==> config.mk <==
export PLATFORM = sky130hd
export DESIGN_NAME = conv_mac_accum
export DESIGN_NICKNAME = d
export VERILOG_FILES = /design/src/rtl/yolo_pkg.sv /design/src/rtl/requant_sat.sv /design/src/rtl/conv_mac_accum.sv
export SDC_FILE = /design/constraint.sdc
export NUM_CORES = 1
export LEC_CHECK = 0
export ABC_AREA = 1
export CAP_MARGIN = 20
export CORE_UTILIZATION = 30
export DETAILED_ROUTE_END_ITERATION = 8
export GPL_TIMING_DRIVEN = 1
export HOLD_SLACK_MARGIN = 0.1
export PLACE_DENSITY = 0.56
export SLEW_MARGIN = 25
export SYNTH_ARGS = -nofsm -noshare
export SYNTH_HDL_FRONTEND = slang
export SYNTH_SLANG_ARGS = --single-unit
==> constraint.sdc <==
create_clock -name clk -period 15.9 [get_ports clk]
set_clock_uncertainty 0.2 [all_clocks]
set_input_delay 1.59 -clock clk [delete_from_list [all_inputs] [get_ports clk]]
set_output_delay 1.59 -clock clk [all_outputs]
set_load 0.01 [all_outputs]
==> src/rtl/yolo_pkg.sv <==
`default_nettype none
// ============================================================================
// Module  : yolo_pkg
// Brief   : Shared widths, int8 limits and accumulator sizing check for the
//           convolution / activation datapath.
// Revision: 1.0 - initial release
// ============================================================================
package yolo_pkg;

  localparam int DATA_W   = 8;
  localparam int BIAS_W   = 16;
  localparam int ACC_W    = 24;
  localparam int TAPS     = 9;

  localparam int INT8_MAX = 127;
  localparam int INT8_MIN = -128;

  // True when an accumulator of acc_w bits can hold taps full-scale products
  // plus a sign bit without ever wrapping.
  function automatic bit acc_w_ok(input int acc_w, input int data_w, input int taps);
    return acc_w >= (2 * data_w + $clog2(taps) + 1);
  endfunction

  localparam bit ACC_W_LEGAL = acc_w_ok(ACC_W, DATA_W, TAPS);

endpackage : yolo_pkg
`default_nettype wire

==> src/rtl/requant_sat.sv <==
`default_nettype none
// ============================================================================
// Module  : requant_sat
// Brief   : Combinational round-half-up arithmetic right shift followed by
//           saturation of a wide signed sum to a narrow signed value.
// Revision: 1.0 - initial release
// ============================================================================
module requant_sat
  import yolo_pkg::*;
#(
  parameter int ACC_W  = yolo_pkg::ACC_W,
  parameter int DATA_W = yolo_pkg::DATA_W,
  parameter int SHIFT  = 4
) (
  input  logic [ACC_W-1:0]  sum,
  output logic [DATA_W-1:0] value,
  output logic              sat
);

  // One guard bit so adding the rounding constant can never overflow.
  localparam int EXT_W = ACC_W + 1;

  localparam logic signed [EXT_W-1:0] MAX_V =
    $signed({{(EXT_W - DATA_W + 1){1'b0}}, {(DATA_W - 1){1'b1}}});
  localparam logic signed [EXT_W-1:0] MIN_V =
    $signed({{(EXT_W - DATA_W + 1){1'b1}}, {(DATA_W - 1){1'b0}}});

  logic signed [EXT_W-1:0] ext;
  logic signed [EXT_W-1:0] rounded;
  logic signed [EXT_W-1:0] shifted;

  assign ext = $signed({sum[ACC_W-1], sum});

  generate
    if (SHIFT > 0) begin : g_round
      localparam logic [EXT_W-1:0] HALF = {{(EXT_W - 1){1'b0}}, 1'b1} << (SHIFT - 1);
      assign rounded = ext + $signed(HALF);
    end else begin : g_no_round
      assign rounded = ext;
    end
  endgenerate

  assign shifted = rounded >>> SHIFT;

  // Clamp the shifted value into the signed output range and flag clipping.
  always_comb begin
    value = shifted[DATA_W-1:0];
    sat   = 1'b0;
    if (shifted > MAX_V) begin
      value = MAX_V[DATA_W-1:0];
      sat   = 1'b1;
    end else if (shifted < MIN_V) begin
      value = MIN_V[DATA_W-1:0];
      sat   = 1'b1;
    end
  end

endmodule : requant_sat
`default_nettype wire

==> src/rtl/conv_mac_accum.sv <==
`default_nettype none
// ============================================================================
// Module  : conv_mac_accum
// Brief   : Streaming MAC over one convolution window with bias, then
//           requantisation to int8 into a single-entry output register.
// Revision: 1.0 - initial release
// ============================================================================
module conv_mac_accum
  import yolo_pkg::*;
#(
  parameter int DATA_W = yolo_pkg::DATA_W,
  parameter int BIAS_W = yolo_pkg::BIAS_W,
  parameter int ACC_W  = yolo_pkg::ACC_W,
  parameter int TAPS   = yolo_pkg::TAPS,
  parameter int SHIFT  = 4
) (
  input  logic              clk,
  input  logic              rst,
  input  logic              in_valid,
  output logic              in_ready,
  input  logic [DATA_W-1:0] in_act,
  input  logic [DATA_W-1:0] in_wgt,
  input  logic [BIAS_W-1:0] in_bias,
  output logic              out_valid,
  input  logic              out_ready,
  output logic [DATA_W-1:0] out_data,
  output logic              out_sat,
  output logic              busy
);

  localparam int  PROD_W = 2 * DATA_W;
  localparam int  CNT_W  = (TAPS > 1) ? $clog2(TAPS) : 1;
  localparam logic [CNT_W-1:0] LAST_TAP = CNT_W'(TAPS - 1);
  localparam bit  ACC_OK = acc_w_ok(ACC_W, DATA_W, TAPS);

  generate
    if (!ACC_OK) begin : g_acc_w_check
      $error("conv_mac_accum: ACC_W too small for DATA_W/TAPS");
    end
  endgenerate

  logic [CNT_W-1:0]  tap_cnt;
  logic [ACC_W-1:0]  acc;
  logic [PROD_W-1:0] prod;
  logic [ACC_W-1:0]  prod_ext;
  logic [ACC_W-1:0]  bias_ext;
  logic [ACC_W-1:0]  sum_next;
  logic [DATA_W-1:0] rq_value;
  logic              rq_sat;
  logic              accept;
  logic              last_tap;

  assign in_ready = !out_valid || out_ready;
  assign accept   = in_valid && in_ready;
  assign last_tap = (tap_cnt == LAST_TAP);
  assign busy     = (tap_cnt != '0);

  assign prod     = PROD_W'($signed(in_act) * $signed(in_wgt));
  assign prod_ext = {{(ACC_W - PROD_W){prod[PROD_W-1]}}, prod};
  assign bias_ext = {{(ACC_W - BIAS_W){in_bias[BIAS_W-1]}}, in_bias};

  // Tap 0 seeds the sum with the bias; later taps add onto the running total.
  // On the last tap this is the final window sum fed to requantisation.
  assign sum_next = ((tap_cnt == '0) ? bias_ext : acc) + prod_ext;

  requant_sat #(
    .ACC_W  (ACC_W),
    .DATA_W (DATA_W),
    .SHIFT  (SHIFT)
  ) u_requant_sat (
    .sum   (sum_next),
    .value (rq_value),
    .sat   (rq_sat)
  );

  // Accumulator and tap counter advance only on accepted beats.
  always_ff @(posedge clk) begin
    if (rst) begin
      acc     <= '0;
      tap_cnt <= '0;
    end else if (accept) begin
      acc     <= sum_next;
      tap_cnt <= last_tap ? '0 : tap_cnt + 1'b1;
    end
  end

  // Output register: loads on a last-tap accept (even while draining), clears
  // valid on a plain drain, and holds data/sat stable while stalled.
  always_ff @(posedge clk) begin
    if (rst) begin
      out_valid <= 1'b0;
      out_data  <= '0;
      out_sat   <= 1'b0;
    end else if (accept && last_tap) begin
      out_valid <= 1'b1;
      out_data  <= rq_value;
      out_sat   <= rq_sat;
    end else if (out_ready) begin
      out_valid <= 1'b0;
    end
  end

endmodule : conv_mac_accum
`default_nettype wire

# After elaboration in Yosys (flattened, before gate mapping)

Index checks and enable logic that the tools add are counted.
W data, S select, Z words.

$add $sub $neg: 3
Multiply operators: 1
Order comparisons: 2
Eq/ne operators: 1
Multiplexer cells: 8
Reductions and logical operators: 7

Operator list:

| kind                    | count |
|---|---|
| $add A24 B5 Y25 const B | 1 |
| $add A24 B24 Y24        | 1 |
| $mux W24                | 1 |
| $gt A21 B8 Y1 const B   | 1 |
| $lt A21 B8 Y1 const B   | 1 |
| $mul A8 B8 Y16          | 1 |
| $mux W8                 | 2 |
| $add A4 B1 Y4 const B   | 1 |
| $eq A4 B4 Y1 const B    | 1 |
| $logic_not A4 Y1        | 1 |
| $mux W1                 | 4 |
| $mux W4                 | 1 |
| $reduce_bool A4 Y1      | 1 |
| $logic_and A1 B1 Y1     | 2 |
| $reduce_bool A2 Y1      | 1 |
| $logic_not A1 Y1        | 1 |
| $logic_or A1 B1 Y1      | 1 |

Register bits after elaboration: 38
Bits of input ports: 36
Output and inout port bits: 12

# Logic depth before layout (Yosys ltp)

Gate-level depths: netlist of run 1.

Depth after elaboration: 7
Mapped depth: 47
Gate-level depth less buffers: 46

# Modules after synthesis

A second synthesis of run 1 with hierarchy kept.

Cells, all modules: 1013
Area, all modules: 6419.9 µm²

By module, submodules not included:

| module         | times used | cells each | area each (µm²) | seq. area each (µm²) |
|---|---|---|---|---|
| conv_mac_accum | 1          | 847        | 5594.1          | 760.7 |
| requant_sat    | 1          | 166        | 825.8           | 0.0 |

# Worst setup path after synthesis of run 1

OpenSTA, ideal clock, no wires.

Kind: input to register
From: input port in_act[0]
To: register out_data[1]
Setup time: 0.122 ns
Data arrival time: 7.754 ns
Required time: 15.578 ns
Slack: 7.824 ns
Stages: 42
Path buffers: 1
Path through: clkbuf_1 > or2_2 > fa_1 > fa_1 > inv_1 > fa_1 > inv_1 > fa_1 > inv_1 > ha_1 > nand3_1 > nand2_1 > a21oi_1 > o21bai_1 > a21oi_1 > o21bai_1 > xnor2_1 > inv_1 > (+6 left out) > nand2_1 > nand2_1 > nand2_1 > nand2_1 > inv_1 > nand3_1 > nor2_1 > nand2_1 > nor2_1 > nand2_1 > nor2_2 > inv_1 > nand2_1 > nand3_1 > nor2_1 > nand2_1 > a21oi_4 > a21oi_1

Longest elaborated chain between the ends: 6
Elaborated cells on any way between the ends: 7

RTL lines:

| what                 | line                 | source |
|---|---|---|
| from (decl)          | conv_mac_accum.sv:21 | `input logic [DATA_W-1:0] in_act,` |
| $mul A8 B8 Y16 *     | conv_mac_accum.sv:58 | `assign prod = PROD_W'($signed(in_act) * $signed(in_wgt));` |
| $add A24 B24 Y24 *   | conv_mac_accum.sv:64 | `assign sum_next = ((tap_cnt == '0) ? bias_ext : acc) + prod_ext;` |
| $add A24 B5 Y25 *    | requant_sat.sv:37    | `assign rounded = ext + $signed(HALF);` |
| $lt A21 B8 Y1        | requant_sat.sv:52    | `end else if (shifted < MIN_V) begin` |
| $mux W8              | requant_sat.sv:52    |  |
| $mux W8 *            | requant_sat.sv:49    | `if (shifted > MAX_V) begin` |
| to (signal assigned) | conv_mac_accum.sv:96 | `out_data <= rq_value;` |
| to (decl)            | conv_mac_accum.sv:26 | `output logic [DATA_W-1:0] out_data,` |

Every way passes the cells marked *; elsewhere a longest branch is shown, timed or not.
A chain may end at the register's enable or synchronous reset.

# Final worst setup path of run 1

From: input port in_wgt[7]
To: register out_data[6]

Longest elaborated chain between the ends: 6
Elaborated cells on any way between the ends: 7

RTL lines:

| what               | line                 | source |
|---|---|---|
| from (decl)        | conv_mac_accum.sv:22 | `input logic [DATA_W-1:0] in_wgt,` |
| $mul A8 B8 Y16 *   | conv_mac_accum.sv:58 |  |
| $add A24 B24 Y24 * | conv_mac_accum.sv:64 |  |
| $add A24 B5 Y25 *  | requant_sat.sv:37    |  |
| $lt A21 B8 Y1      | requant_sat.sv:52    |  |
| $mux W8            | requant_sat.sv:52    |  |
| $mux W8 *          | requant_sat.sv:49    |  |

Marked as above.

==> results of run 1 <==
-- metal layers --
layer / track usage / vias up / share of wire
met5: 0 / - / 0
met3: 0.0145 / 8 / 0.047
met1: 0.236 / 2756 / 0.53
met4: 0.0175 / 0 / 0.0066
li1: - / 3320 / -
met2: 0.246 / 129 / 0.42
-- final timing paths --
check                                         startpoint                  endpoint  cells after the start
worst max register to register   tap_cnt[0]$_SDFFE_PP0P_  out_data[6]$_SDFFE_PP0P_                     29
worst min register to register  out_data[0]$_SDFFE_PP0P_  out_data[0]$_SDFFE_PP0P_                      2
worst max-delay path                           in_wgt[7]  out_data[6]$_SDFFE_PP0P_                     42
worst min-delay path            out_data[0]$_SDFFE_PP0P_  out_data[0]$_SDFFE_PP0P_                      2
-- tightest hold or removal path: stages (launching register included) --
cell and delay, ps:
sky130_fd_sc_hd__dfxtp_1 310, sky130_fd_sc_hd__nand2_1 60, sky130_fd_sc_hd__nand2_1 50
-- synthesized netlist by cell type (2+ instances only) --
| cell | instances |
|---|---|
| sky130_fd_sc_hd__nand2_1 | 317 |
| sky130_fd_sc_hd__or2_2 | 2 |
| sky130_fd_sc_hd__nand2_2 | 8 |
| sky130_fd_sc_hd__o21ai_0 | 47 |
| sky130_fd_sc_hd__nand3_2 | 2 |
| sky130_fd_sc_hd__o21ai_2 | 2 |
| sky130_fd_sc_hd__nor3_1 | 11 |
| sky130_fd_sc_hd__o211ai_1 | 8 |
| sky130_fd_sc_hd__nor2_2 | 3 |
| sky130_fd_sc_hd__nand4_1 | 9 |
| sky130_fd_sc_hd__clkbuf_1 | 26 |
| sky130_fd_sc_hd__nand3_1 | 72 |
| sky130_fd_sc_hd__nor2_1 | 59 |
| sky130_fd_sc_hd__nand3b_1 | 5 |
| sky130_fd_sc_hd__a21oi_1 | 49 |
| sky130_fd_sc_hd__o21bai_1 | 3 |
| sky130_fd_sc_hd__xor2_1 | 14 |
| sky130_fd_sc_hd__ha_1 | 54 |
| sky130_fd_sc_hd__inv_2 | 5 |
| sky130_fd_sc_hd__fa_1 | 56 |
| sky130_fd_sc_hd__xnor2_1 | 6 |
| sky130_fd_sc_hd__dfxtp_1 | 38 |
| sky130_fd_sc_hd__a31oi_1 | 2 |
| sky130_fd_sc_hd__inv_1 | 281 |
-- cells by family after synthesis --
kind of cell | count (synthesis) | synth area share
adder cells (fa/ha/maj) | 110 | 0.271
flip-flops | 38 | 0.115
AND/OR/NAND/NOR | 492 | 0.312
XOR/XNOR | 20 | 0.0264
AO/OA/AOI/OAI | 116 | 0.0967
buffers and inverters | 314 | 0.179
-- stage by stage --
step,hold slack (ps),cell area (um2),std cells,util,setup slack [ps]
after floorplan,224,6630,1090,-,7820
after global placement,251,7340,1390,0.337,6710
after detailed placement,254,7340,1390,0.337,6690
after CTS,264,7510,1397,0.345,6940
after global routing,269,7510,1397,0.345,6190
final,258,7510,1397,0.345,6950
-- state kept, by name, indices dropped and copies added, names as in the netlist --
name,cells
out_valid,1
acc,24
out_sat,1
out_data,8
tap_cnt,4
-- final cells by class --
type / instances / share of cell area
Tap cell: 280 / 0.0466
Clock buffer: 6 / 0.0185
Sequential cell: 38 / 0.101
Timing Repair Buffer: 48 / 0.0636
Multi-Input combinational cell: 738 / 0.623
Clock inverter: 1 / 0.00400
Inverter: 286 / 0.143
==> out/summary.log, run 1 <==
[cts] CTS sink cnt 38
[floorplanning] I/O pin count 48
[worst_setup_path] CP Data Required Time 15860 ps
[route] average via count per standard cell 4.45
[timing] fin crit period 8950 ps
[synth] Synth Area per Inst 6.08 um2
[synth] most area-hungry cell type in the Yosys netlist sky130_fd_sc_hd__nand2_1
[hold_path] worst min-delay path category flip-flop to flip-flop
[run] max_cap viols 0
[synth] post-synthesis instance area 6630 um2
[cts] clock edge transition at the registers on the reported setup and hold paths 50 ps
[synth] net count after synthesis 1236
[worst_setup_path] Arr. time, crit path 8910 ps
[timing] TNS Setup 0 ps
[route] total DRC errors in the routed layout 0
[cts] clock tree root buffer cell sky130_fd_sc_hd__clkbuf_16
[timing] RSZ-0062 raised after global routing false
[outcome] result of the run complete, no violations
[synth] number of different library cells in the post-synthesis netlist 35
[timing] Max Freq 0.112 GHz
[finish] number of inserted filler cells in the final layout 2442
[worst_setup_path] Critical Path Most Common Cell sky130_fd_sc_hd__nand2_1
[placement] detailed placer's ending HPWL 13800 um
[route] Initial DRC Count 407
[synth] count of synthesis-stage warnings from yosys 0
[floorplanning] core footprint 21800 um2
[cts] clock buffers created by TritonCTS 5
[timing] final slew viol count 0
[timing] Final setup violation count 0
[worst_setup_path] kind of capture point of the worst setup path flip-flop
[grt] pin count of the biggest net entering global routing 37
[cts] hold bufs inserted after CTS 0
[floorplanning] Die Ht 151 um
[timing] endpoints failing hold 0
[synth] sequential element share of the synthesized area 0.115
[placement] Buffers on Ports 47
[route] post-DR wirelength/cell 11.9 um
[finish] commonest non-fill, non-tap cell in the layout sky130_fd_sc_hd__nand2_1
[synth] ranking of synthesized cells by area sky130_fd_sc_hd__nand2_1 (18%), sky130_fd_sc_hd__fa_1 (17%), sky130_fd_sc_hd__inv_1 (16%)
[synth] post-synthesis instance total 1090
[worst_setup_path] crit-path max cell delay 550 ps
[synth] proportion of register bits with asynchronous set or reset after synthesis 0
[finish] diodes inserted 0
[route] vias after detailed routing 6213
[cts] Skew-Pair Late Insertion Delay 290 ps
[timing] period utilization 0.563
[worst_setup_path] Bufs and invs on worst path 8
[floorplanning] starting density of the core 0.305
[finish] area of all sequential standard cells 761 um2
[worst_setup_path] slowest library cell on the worst path sky130_fd_sc_hd__fa_1
[grt] antenna violations before repair 0
[synth] number of synthesized register bits 38
[grt] GRT Total Usage 0.157
[finish] proportion of layout cells with a drive suffix above 1 0.0313
[grt] number of global-route vias before repair 5754
[cts] Post CTS Setup Buffer Count 0
[cts] H-tree levels 2
[finish] multi-input combinational cell area 4680 um2
[worst_setup_path] startpoint kind of the worst setup timing path primary input
[floorplanning] floorplan row count 54
[route] number of detailed-routing iterations run before antenna repair 5
[cts] Clock Path Buffers 2
[worst_setup_path] dominant delay contributor by cell family on the critical path adder cells
[route] post-route ant nets 0
[placement] routability cong. 0.876
[finish] final layout net count 1263
[worst_setup_path] kind of critical path primary input to flip-flop
[synth] count of flip-flops with a built-in enable after synthesis 0
[timing] transition time at the pin with the least slew margin 790 ps
[finish] synth-to-layout area growth 13.4%
[worst_setup_path] maximum fanout along the worst path 8
[timing] headroom to the max-slew limit 0.473
[finish] most frequent cells in the layout sky130_fd_sc_hd__nand2_1 (316), sky130_fd_sc_hd__inv_1 (281), sky130_fd_sc_hd__nand3_1 (72), sky130_fd_sc_hd__nor2_1 (59), sky130_fd_sc_hd__fa_1 (56)
[synth] dominant register cell in the synthesized netlist sky130_fd_sc_hd__dfxtp_1
[cts] post-cts gate resize count 0
[floorplanning] die width 151 um
[floorplanning] Die Area 22700 um2
[route] Routed Wire Length 16600 um
[synth] proportion of netlist area held by the largest area contributor 0.180
[cts] clock tree from TritonCTS built
[worst_setup_path] setup slack, reg-to-reg 10690 ps
[grt] global route total overflow 0
[grt] wire length of the first global-routing pass 28500 um
Power of run 1 is left out: the tool's default activity adds up to more than one toggle a clock period on the data nets, which glitch-free logic cannot reach.
==> run 2: changes to the inputs <==
- clock period: 15.9 -> 9.3 ns (I/O delays scaled with it)
==> out/summary.log, run 2 (synthesis results as in run 1) <==
[floorplanning] I/O pin count 48
[cts] clock tree from TritonCTS built
[finish] commonest non-fill, non-tap cell in the layout sky130_fd_sc_hd__nand2_1
[cts] CTS sink cnt 38
[route] post-DR wirelength/cell 12.0 um
[grt] number of global-route vias before repair 5764
[timing] worst setup slack after layout 1020 ps
[worst_setup_path] crit-path max cell delay 550 ps
[floorplanning] floorplan row count 54
[floorplanning] die width 151 um
[worst_setup_path] slowest library cell on the worst path sky130_fd_sc_hd__fa_1
[finish] Design Area, Final 7510 um2
[worst_setup_path] kind of critical path primary input to flip-flop
[cts] Post CTS Setup Buffer Count 0
[timing] endpoints failing hold 0
[route] Routed Wire Length 16800 um
[hold_path] worst min-delay path category flip-flop to flip-flop
[worst_setup_path] Critical Path Most Common Cell sky130_fd_sc_hd__nand2_1
[placement] placed cell areas 7340 um2
[worst_setup_path] Bufs and invs on worst path 8
[timing] TNS Setup 0 ps
[timing] headroom to the max-slew limit 0.484
[grt] pin count of the biggest net entering global routing 37
[worst_setup_path] kind of capture point of the worst setup path flip-flop
[route] number of detailed-routing iterations run before antenna repair 5
[worst_setup_path] startpoint of the worst setup timing path in_wgt[7]
[grt] GRT Total Usage 0.157
[cts] Skew-Pair Late Insertion Delay 290 ps
[placement] detailed placer's ending HPWL 13900 um
[route] total DRC errors in the routed layout 0
[run] max_cap viols 0
[cts] H-tree levels 2
[finish] final layout net count 1263
[timing] Max Freq 0.121 GHz
[grt] global route total overflow 0
[finish] flip-flop count of the largest register after layout 24
[worst_setup_path] dominant delay contributor by cell family on the critical path adder cells
[grt] wire length of the first global-routing pass 28600 um
[worst_setup_path] CP Data Required Time 9270 ps
[timing] transition time at the pin with the least slew margin 773 ps
[grt] antenna violations before repair 0
[cts] clock buffers created by TritonCTS 5
[timing] final slew viol count 0
[finish] leading registers by flop count acc (24), out_data (8), tap_cnt (4)
[placement] Setup Slack @ Placement 740 ps
[finish] Largest Register acc
[worst_setup_path] Arr. time, crit path 8240 ps
[placement] routability cong. 0.876
[floorplanning] starting density of the core 0.305
[route] vias after detailed routing 6281
[cts] Clock Path Buffers 2
[finish] diodes inserted 0
[outcome] result of the run complete, no violations
[worst_setup_path] startpoint kind of the worst setup timing path primary input
[cts] post-cts gate resize count 0
[floorplanning] core footprint 21800 um2
[finish] synth-to-layout area growth 13.4%
[floorplanning] Die Area 22700 um2
[cts] hold bufs inserted after CTS 0
[finish] most frequent cells in the layout sky130_fd_sc_hd__nand2_1 (316), sky130_fd_sc_hd__inv_1 (281), sky130_fd_sc_hd__nand3_1 (72), sky130_fd_sc_hd__nor2_1 (59), sky130_fd_sc_hd__fa_1 (56)
[finish] proportion of layout cells with a drive suffix above 1 0.0313
[route] average via count per standard cell 4.50
[cts] clock edge transition at the registers on the reported setup and hold paths 60 ps
[timing] period utilization 0.890
[cts] clock tree root buffer cell sky130_fd_sc_hd__clkbuf_16
[timing] Final setup violation count 0
[timing] RSZ-0062 raised after global routing false
[route] post-route ant nets 0
[finish] final core occ 0.345
[worst_setup_path] maximum fanout along the worst path 8
[worst_setup_path] launch instance of the worst register-to-register path tap_cnt[0]$_SDFFE_PP0P_
[route] Initial DRC Count 425
[timing] fin crit period 8280 ps
[placement] Buffers on Ports 47
[hold_path] startpoint of the tightest hold check path out_data[0]$_SDFFE_PP0P_
[floorplanning] Die Ht 151 um
-- run 2: cell counts in the layout (fill, tap and decap cells not counted) --
No cell type changed its count.
-- run 2: area by class of cell --
class,count,area [um2]
clock buffer,6,139
clock inverter,1,30.0
fill,2451,14200
inverter,286,1070
multi-input combinational,738,4680
sequential,38,761
tap,280,350
timing repair buffer,48,478
-- run 2: worst paths after layout --
path                                                 end  slack (ps)  depth (start not counted)
worst max-delay path            out_data[6]$_SDFFE_PP0P_        1020                         41
worst min-delay path            out_data[0]$_SDFFE_PP0P_         260                          2
worst max register to register  out_data[6]$_SDFFE_PP0P_        4040                         29
worst min register to register  out_data[0]$_SDFFE_PP0P_         260                          2
-- run 2: routing by layer --
layer / up-vias / wire length (um) / GRT usage
met3: 6 / 711 / 0.0133
met4: 0 / 78 / 0.0185
met2: 137 / 7130 / 0.246
met5: - / 0 / 0
li1: 3318 / - / -
met1: 2820 / 8850 / 0.239
-- run 2: metrics by stage --
stage | instances | hold slack (ps)
6_report | 1397 | 260
5_1_grt | 1397 | 301
4_1_cts | 1397 | 266
3_5_place_dp | 1390 | 255
3_3_place_gp | 1390 | 251
2_1_floorplan | 1090 | 224
-- run 2: worst register-to-register path: cells and delay by family (launching register included) --
kind / cells / cell delay (ps)
and+or+nand+nor: 15 / 1900
buffers and inverters: 7 / 920
adders and majority gates: 3 / 860
AOI/OAI and AO/OA: 3 / 600
DFF: 1 / 340
xor gates and xnor gates: 1 / 300
Power of run 2 is left out for the same reason.
==> run 3: changes to the inputs <==
- SETUP_SLACK_MARGIN: default -> 0.15
==> results of run 3 <==
Same layout as run 2: the final DEF is identical, and so are final timing and power.
Power of run 3 is left out for the same reason.
